File: src/rtl/button_conditioner.sv
// Board input front end: two-flop synchronisers for buttons and switches, plus a
// per-button debounce FSM that emits one-cycle press/release strobes and a clean level.
module button_conditioner #(
    parameter int unsigned N_BTN           = 3,
    parameter int unsigned NB_SW           = 8,
    parameter int unsigned DEBOUNCE_CYCLES = 1000000,
    parameter int unsigned CNT_WIDTH       = 20
) (
    input  logic             i_clk,
    input  logic             i_rst,
    input  logic [N_BTN-1:0] i_btn,
    input  logic [NB_SW-1:0] i_sw,
    output logic [N_BTN-1:0] o_btn_pulse,
    output logic [N_BTN-1:0] o_btn_release,
    output logic [N_BTN-1:0] o_btn_level,
    output logic [NB_SW-1:0] o_sw
);

    typedef enum logic [1:0] {
        S_UP      = 2'd0,
        S_UP_WAIT = 2'd1,
        S_DOWN    = 2'd2,
        S_DN_WAIT = 2'd3
    } state_t;

    localparam logic [CNT_WIDTH-1:0] CNT_LAST = CNT_WIDTH'(DEBOUNCE_CYCLES - 1);

    logic [N_BTN-1:0] btn_meta;
    logic [N_BTN-1:0] btn_sync;
    logic [NB_SW-1:0] sw_meta;
    logic [NB_SW-1:0] sw_sync;

    always_ff @(posedge i_clk) begin
        if (i_rst) begin
            btn_meta <= '0;
            btn_sync <= '0;
            sw_meta  <= '0;
            sw_sync  <= '0;
        end else begin
            btn_meta <= i_btn;
            btn_sync <= btn_meta;
            sw_meta  <= i_sw;
            sw_sync  <= sw_meta;
        end
    end

    assign o_sw = sw_sync;

    for (genvar b = 0; b < N_BTN; b++) begin : g_btn
        state_t               state_q, state_d;
        logic [CNT_WIDTH-1:0] cnt_q, cnt_d;
        logic                 pulse_q, pulse_d;
        logic                 release_q, release_d;
        logic                 level_q, level_d;
        logic                 s;

        assign s = btn_sync[b];

        always_ff @(posedge i_clk) begin
            if (i_rst) begin
                state_q   <= S_UP;
                cnt_q     <= '0;
                pulse_q   <= 1'b0;
                release_q <= 1'b0;
                level_q   <= 1'b0;
            end else begin
                state_q   <= state_d;
                cnt_q     <= cnt_d;
                pulse_q   <= pulse_d;
                release_q <= release_d;
                level_q   <= level_d;
            end
        end

        // Leaving a WAIT state on the terminal count is what keeps cnt from wrapping.
        always_comb begin
            state_d   = state_q;
            cnt_d     = cnt_q;
            pulse_d   = 1'b0;
            release_d = 1'b0;
            level_d   = level_q;
            case (state_q)
                S_UP: begin
                    if (s) begin
                        state_d = S_UP_WAIT;
                        cnt_d   = '0;
                    end
                end
                S_UP_WAIT: begin
                    if (!s) begin
                        state_d = S_UP;
                    end else if (cnt_q == CNT_LAST) begin
                        state_d = S_DOWN;
                        pulse_d = 1'b1;
                        level_d = 1'b1;
                    end else begin
                        cnt_d = cnt_q + 1'b1;
                    end
                end
                S_DOWN: begin
                    if (!s) begin
                        state_d = S_DN_WAIT;
                        cnt_d   = '0;
                    end
                end
                S_DN_WAIT: begin
                    if (s) begin
                        state_d = S_DOWN;
                    end else if (cnt_q == CNT_LAST) begin
                        state_d   = S_UP;
                        release_d = 1'b1;
                        level_d   = 1'b0;
                    end else begin
                        cnt_d = cnt_q + 1'b1;
                    end
                end
                default: state_d = S_UP;
            endcase
        end

        assign o_btn_pulse[b]   = pulse_q;
        assign o_btn_release[b] = release_q;
        assign o_btn_level[b]   = level_q;
    end

endmodule
File: config.mk
export PLATFORM = sky130hd
export DESIGN_NAME = button_conditioner
export DESIGN_NICKNAME = d
export VERILOG_FILES = /design/src/rtl/button_conditioner.sv
export SDC_FILE = /design/constraint.sdc
export NUM_CORES = 1
export LEC_CHECK = 0
export CORE_MARGIN = 5
export CORE_UTILIZATION = 60
export CTS_CLUSTER_SIZE = 40
export DETAILED_ROUTE_END_ITERATION = 10
export PLACE_DENSITY = 0.81
export REMOVE_ABC_BUFFERS = 1
export SYNTH_ARGS = -nofsm -noshare
export SYNTH_HDL_FRONTEND = slang
export SYNTH_SLANG_ARGS = --single-unit
File: constraint.sdc
create_clock -name i_clk -period 4.3 [get_ports i_clk]
set_clock_uncertainty 0.1 [all_clocks]
set_input_delay 0.43 -clock i_clk [delete_from_list [all_inputs] [get_ports i_clk]]
set_output_delay 0.43 -clock i_clk [all_outputs]
set_load 0.01 [all_outputs]
# ---- Word-level counts from Yosys, hierarchy flattened
# Cells that the tools add are included.
dict set report word_totals {
  reg_bits 97
  inputBits 13
  output_inout_bits 17
}
dict set report classes {
  muxes 57
  n_eq_ne 36
  bitwise_logic 9
  n_reduce_logical 21
  n_addsub 3
}
# op n
set ops {}
lappend ops {{$mux 20} 15}
lappend ops {{$pmux 20 s4} 3}
lappend ops {{$add 20x1->20 const B} 3}
lappend ops {{$eq 20x20->1 const B} 3}
lappend ops {{$mux 2} 18}
lappend ops {{$ne 2x2->1 const B} 18}
lappend ops {{$pmux 2 s4} 3}
lappend ops {{$reduce_and 4->1} 6}
lappend ops {{$ne 3x3->1 const B} 6}
lappend ops {{$reduce_or 3->1} 6}
lappend ops {{$mux 1} 15}
lappend ops {{$reduce_and 5->1} 3}
lappend ops {{$eq 2x2->1 const B} 6}
lappend ops {{$not 1->1} 9}
lappend ops {{$eq 2x1->1 const B} 3}
lappend ops {{$logic_not 2->1} 3}
lappend ops {{$pmux 1 s2} 3}
lappend ops {{$reduce_bool 2->1} 3}

# ---- Logic depth before layout (Yosys ltp)
dict set report logic_depth {
  ltp_word 4
  depth_mapped 7
}

# ---- Least setup slack after synthesis
# Ideal clock, no wire load.
dict set report synth_timing {
  path_kind {register to register}
  start {register g_btn[1].cnt_q[3]}
  end {register g_btn[1].cnt_q[13]}
  path_stages_with_launch 7
  required_time_ns 4.126
  synth_period_minus_slack_ns 2.104
  n_path_buf 1
  arrival_ns 1.930
  slack_ns 2.196
  cell_sequence {dfxtp_1 > nand3_2 > or3_1 > buf_6 > or3_1 > or4b_1 > a31oi_1}
}
dict set report synth_via {
  elab_chain_len 4
  elab_cells_between_ends 6
}
# item line
set synth_rtl {}
lappend synth_rtl {{from (decl)} 51} ;# logic [CNT_WIDTH-1:0] cnt_q, cnt_d;
lappend synth_rtl {{from (signal assigned)} 68} ;# cnt_q <= cnt_d;
lappend synth_rtl {{$add 20x1->20 or $eq 20x20->1 (tied branches)} -}
lappend synth_rtl {{$mux 20 (*)} {92, 109}}
lappend synth_rtl {{$mux 20, on equally long branches} {107, 90}}
lappend synth_rtl {{$pmux 20 s4 (*)} 82} ;# case (state_q)
# Every way passes the cells marked *; elsewhere a longest branch is shown, timed or not. The select of a mux whose other input is x is not followed.
# A chain may end at the register's enable or synchronous reset.

# ---- Final worst setup path
dict set report layout_timing {
  start {register g_btn[2].state_q[0]}
  end {register g_btn[2].cnt_q[13]}
}
dict set report layout_via {
  elab_chain_len 3
  elab_cells_between_ends 10
}
# item line
set layout_rtl {}
lappend layout_rtl {{from (decl)} 50} ;# state_t state_q, state_d;
lappend layout_rtl {{from (signal assigned)} 67} ;# state_q <= state_d;
lappend layout_rtl {{$eq 2x2->1 (tied with other cells)} 82}
lappend layout_rtl {{$ne 2x2->1 (no source line)} -}
lappend layout_rtl {{$reduce_and 4->1 (no source line)} -}
lappend layout_rtl {{to (signal assigned)} 68}
lappend layout_rtl {{to (decl)} 51}
# Several ways; a longest one is shown, not always the timed one.

==> impl_metrics.csv <==
group,metric,value,unit
synthesis,synth.most_common_cell,"dfxtp_1",
floorplanning,coreArea,7250,µm²
clocking,cts_setup_buffers,0,
global_routing,grt_max_degree,45,
floorplanning,dieHeight,96.4,µm
cells_and_area,num_antenna_cells,0,
detailed_routing,average_routed_wire_per_standard_cell,14.2,µm
timing,timing.setup.tns,0,ps
setup_path,worstPathArrival,2770,ps
place,hpwlAfterDp,6.20,mm
timing,finalCriticalPeriod,2620,ps
clocking,clk_sink_count,97,
power_and_ir_drop,irDropWorstVdd,0.221,mV
global_routing,grt_pass1_wl,15.6,mm
cells_and_area,multiInputGateArea,2310,µm²
synthesis,synth-async-reset-ratio,0,%
place,post_place_worst_slack,1770,ps
timing,final-max-slew-violation-count,0,
synthesis,dominantRegCellSynth,"dfxtp_1",
clocking,cts.root.buffer_cell,"clkbuf_8",
synthesis,seq_area_frac_synth,43.4,%
setup_path,worst_setup_path_end_kind,"flip-flop",
detailed_routing,routed_via_density,6.04,
outcome,run_status,"finished, final reports clean",
setup_path,r2r.worst_path.cells,6,
power_and_ir_drop,p_leak,1.56,nW
worst_hold_path,worstHoldPathCells,1,
setup_path,worst-r2r-setup-slack,1680,ps
synthesis,synth_area_leader_cell,"dfxtp_1",
place,place.port_buffers,29,
setup_path,timing.critical_path.from,"g_btn[2].state_q[0]",
cells_and_area,fillers,611,
floorplanning,top_level_ports,30,
timing,finalHoldViolCount,0,
global_routing,antenna_found_initial,0,
setup_path,kind_of_critical_path,"flip-flop to flip-flop",
timing,grt_setup_unrepaired,"false",
synthesis,syn-cell-area,4470,µm²
setup_path,req_time_crit_path,4440,ps
flow_run,maxCapViolations,0,
synthesis,syn-instance-count,533,
detailed_routing,count_of_tritonroute_iterations_in_the_first_routing_pass,5,
clocking,cts_max_path_buffers,2,
timing,worst_slack,1680,ps
timing,tightestPinTransition,1130,ps
setup_path,r2r-end,"g_btn[2].cnt_q[13]",
synthesis,ys_seq_elements,97,
detailed_routing,drcViolationCount,0,
synthesis,synthesis.yosys.warnings,0,
detailed_routing,via_count,3899,
clocking,cts_max_level,3,
synthesis,synth.avg_cell_area,8.39,µm²
worst_hold_path,min_path_type,"flip-flop to flip-flop",
floorplanning,initial_cell_density_of_the_core,61.7,%
synthesis,synth.distinct_cells,53,
clocking,tritoncts,"done",
setup_path,max_stage_delay,690,ps
clocking,cts.hold.buffers_added,0,
timing,max-slew-margin-rel,23.8,%
clocking,clk_pin_slew_worst_paths,100,ps
clocking,worstSkewPairLatency,370,ps
global_routing,grt_pass1_vias,3586,
synthesis,synth-edff-count,0,
global_routing,global_route.overflow_total,0,
floorplanning,fp.dieArea,9280,µm²
synthesis,synth.top_cell.area_share,43.4,%
clocking,numCtsBuffers,9,
cells_and_area,finish.cell_count_without_fillers,645,
floorplanning,std_cell_rows,31,
cells_and_area,finalNetCount,557,
setup_path,slowest_stage,"o21ai_0",
floorplanning,die_w,96.4,µm
timing,fmax,381,MHz
setup_path,chain_of_cells_forming_the_critical_path,"nor4bb_1 -> nand4_1 -> o21ai_0 -> buf_4 -> mux2i_1 -> a21oi_1",
setup_path,r2r_start,"g_btn[2].state_q[0]",
setup_path,cp-endpoint,"g_btn[2].cnt_q[13]",
detailed_routing,final_antenna_net_count,0,
synthesis,synth_area_leaders,"dfxtp_1 43%, a21oi_1 4.0%, nand2_1 3.9%, nor2_1 3.8%, nand3_1 3.6%",
clocking,cts_resized,0,
global_routing,grt_usage,20.9,%
timing,final_setup_violating_endpoints,0,
power_and_ir_drop,p_per_area,320,nW/µm²
cells_and_area,areaGrowthSynthToFinish,10.4,%
setup_path,cp_max_fanout,15,
detailed_routing,postRouteWirelength,9.17,mm
cells_and_area,fraction_of_final_layout_cells_sized_beyond_drive_strength_1,5.86,%
place,gp_routability_congestion,0.880,
detailed_routing,detailedRoute.firstIterationViolations,204,
place,dp_cells,629,
timing,post-route-period-util,61.0,%
synthesis,synth_top_cells_by_count,"97 x dfxtp_1, 46 x nand2_1, 45 x nor2_1, 36 x a21oi_1, 32 x nand3_1",
cells_and_area,seqCellArea,1940,µm²
setup_path,timing.critical_path.from_type,"flip-flop",
## per-layer routing
metal  routed length, µm  track usage, %
met1                4000            25.6
met5                   0               0
met2                4470            35.2
met4                  97            6.19
met3                 598            6.33
## where the power goes
| part | total, mW | switching (mW) | internal (mW) |
|---|---|---|---|
| clock network | 0.588 | 0.356 | 0.231 |
| registers | 0.921 | 0.00932 | 0.912 |
| logic | 0.0709 | 0.0375 | 0.0334 |
| total | 1.58 | 0.403 | 1.18 |
## sequential cells by signal, summed over array words and instances (netlist names), named ones only
| register | flops |
|---|---|
| g_btn.release_q | 3 |
| g_btn.level_q | 3 |
| btn_sync | 3 |
| btn_meta | 3 |
| g_btn.state_q | 3 |
| g_btn.pulse_q | 3 |
| g_btn.cnt_q | 60 |
| o_sw | 8 |
| sw_meta | 8 |
## worst min path at each step
stage	to	start	slack, ps
floorplan	btn_sync[0]	btn_meta[0]	310
global placement	o_sw[7]	sw_meta[7]	320
detailed placement	btn_sync[0]	btn_meta[0]	320
CTS	o_sw[4]	sw_meta[4]	350
global route	o_sw[4]	sw_meta[4]	360
finish	o_sw[7]	sw_meta[7]	350
## through the flow
stage	hold WS, ps	total power [mW]	cell area, µm²	util [%]
2_1_floorplan	314	0.968	4300	-
3_3_place_gp	316	1.01	4740	65.3
3_5_place_dp	325	1.01	4740	65.3
4_1_cts	352	1.60	4940	68.1
5_1_grt	365	1.64	4940	68.1
6_report	347	1.58	4940	68.1
## cell type report
type,instances,area share (%)
multi-input combinational,389,46.9
sequential,97,39.3
timing repair buffer,33,6.38
clock buffer,9,2.51
tap,99,2.51
clock inverter,7,1.60
inverter,11,0.836
## worst max-delay path, delay by kind of cell (launching register included)
kind	cells	cell delay, ps
AOI/OAI and AO/OA	2	770
DFF	1	640
and+or+nand+nor	2	510
buffers and inverters	1	280
muxes	1	190
## cells in the final DEF, fill, tap and decap left out, types with 4 or more instances in the layout
cell type        netlist  final
dfxtp_1               97     97
nand2_1               46     46
nor2_1                45     45
a21oi_1               36     36
nand3_1               32     32
clkdlybuf4s50_1        0     28
nor2b_1               24     24
o21ai_0               21     21
nor3_1                18     18
nor4_1                15     15
nand4_1               13     13
inv_1                 11     11
nor4b_1               11     11
or3_1                 11     11
xnor2_1               10     10
a22oi_1               10     10
a31oi_1               10     10
clkbuf_8               0      9
xor2_1                 8      8
or4_1                  7      7
and3_1                 7      7
a21o_1                 5      5
nor4bb_1               4      4
and2_1                 4      4
mux2i_1                4      4
mux2_2                 4      4
o211ai_1               4      4
buf_4                  9      4
## logic make-up (layout without fill, tap and decap cells)
logic type,Yosys count,count (layout),synth area share (%)
AND/OR/NAND/NOR,254,254,31.0
AO/OA/AOI/OAI,106,106,14.5
flip-flops,97,97,43.4
buffers and inverters,47,60,4.87
XOR/XNOR,18,18,3.52
multiplexers,8,8,1.90
adder cells (fa/ha/maj),3,3,0.839
No activity file was read; power rests on OpenSTA's default activity.
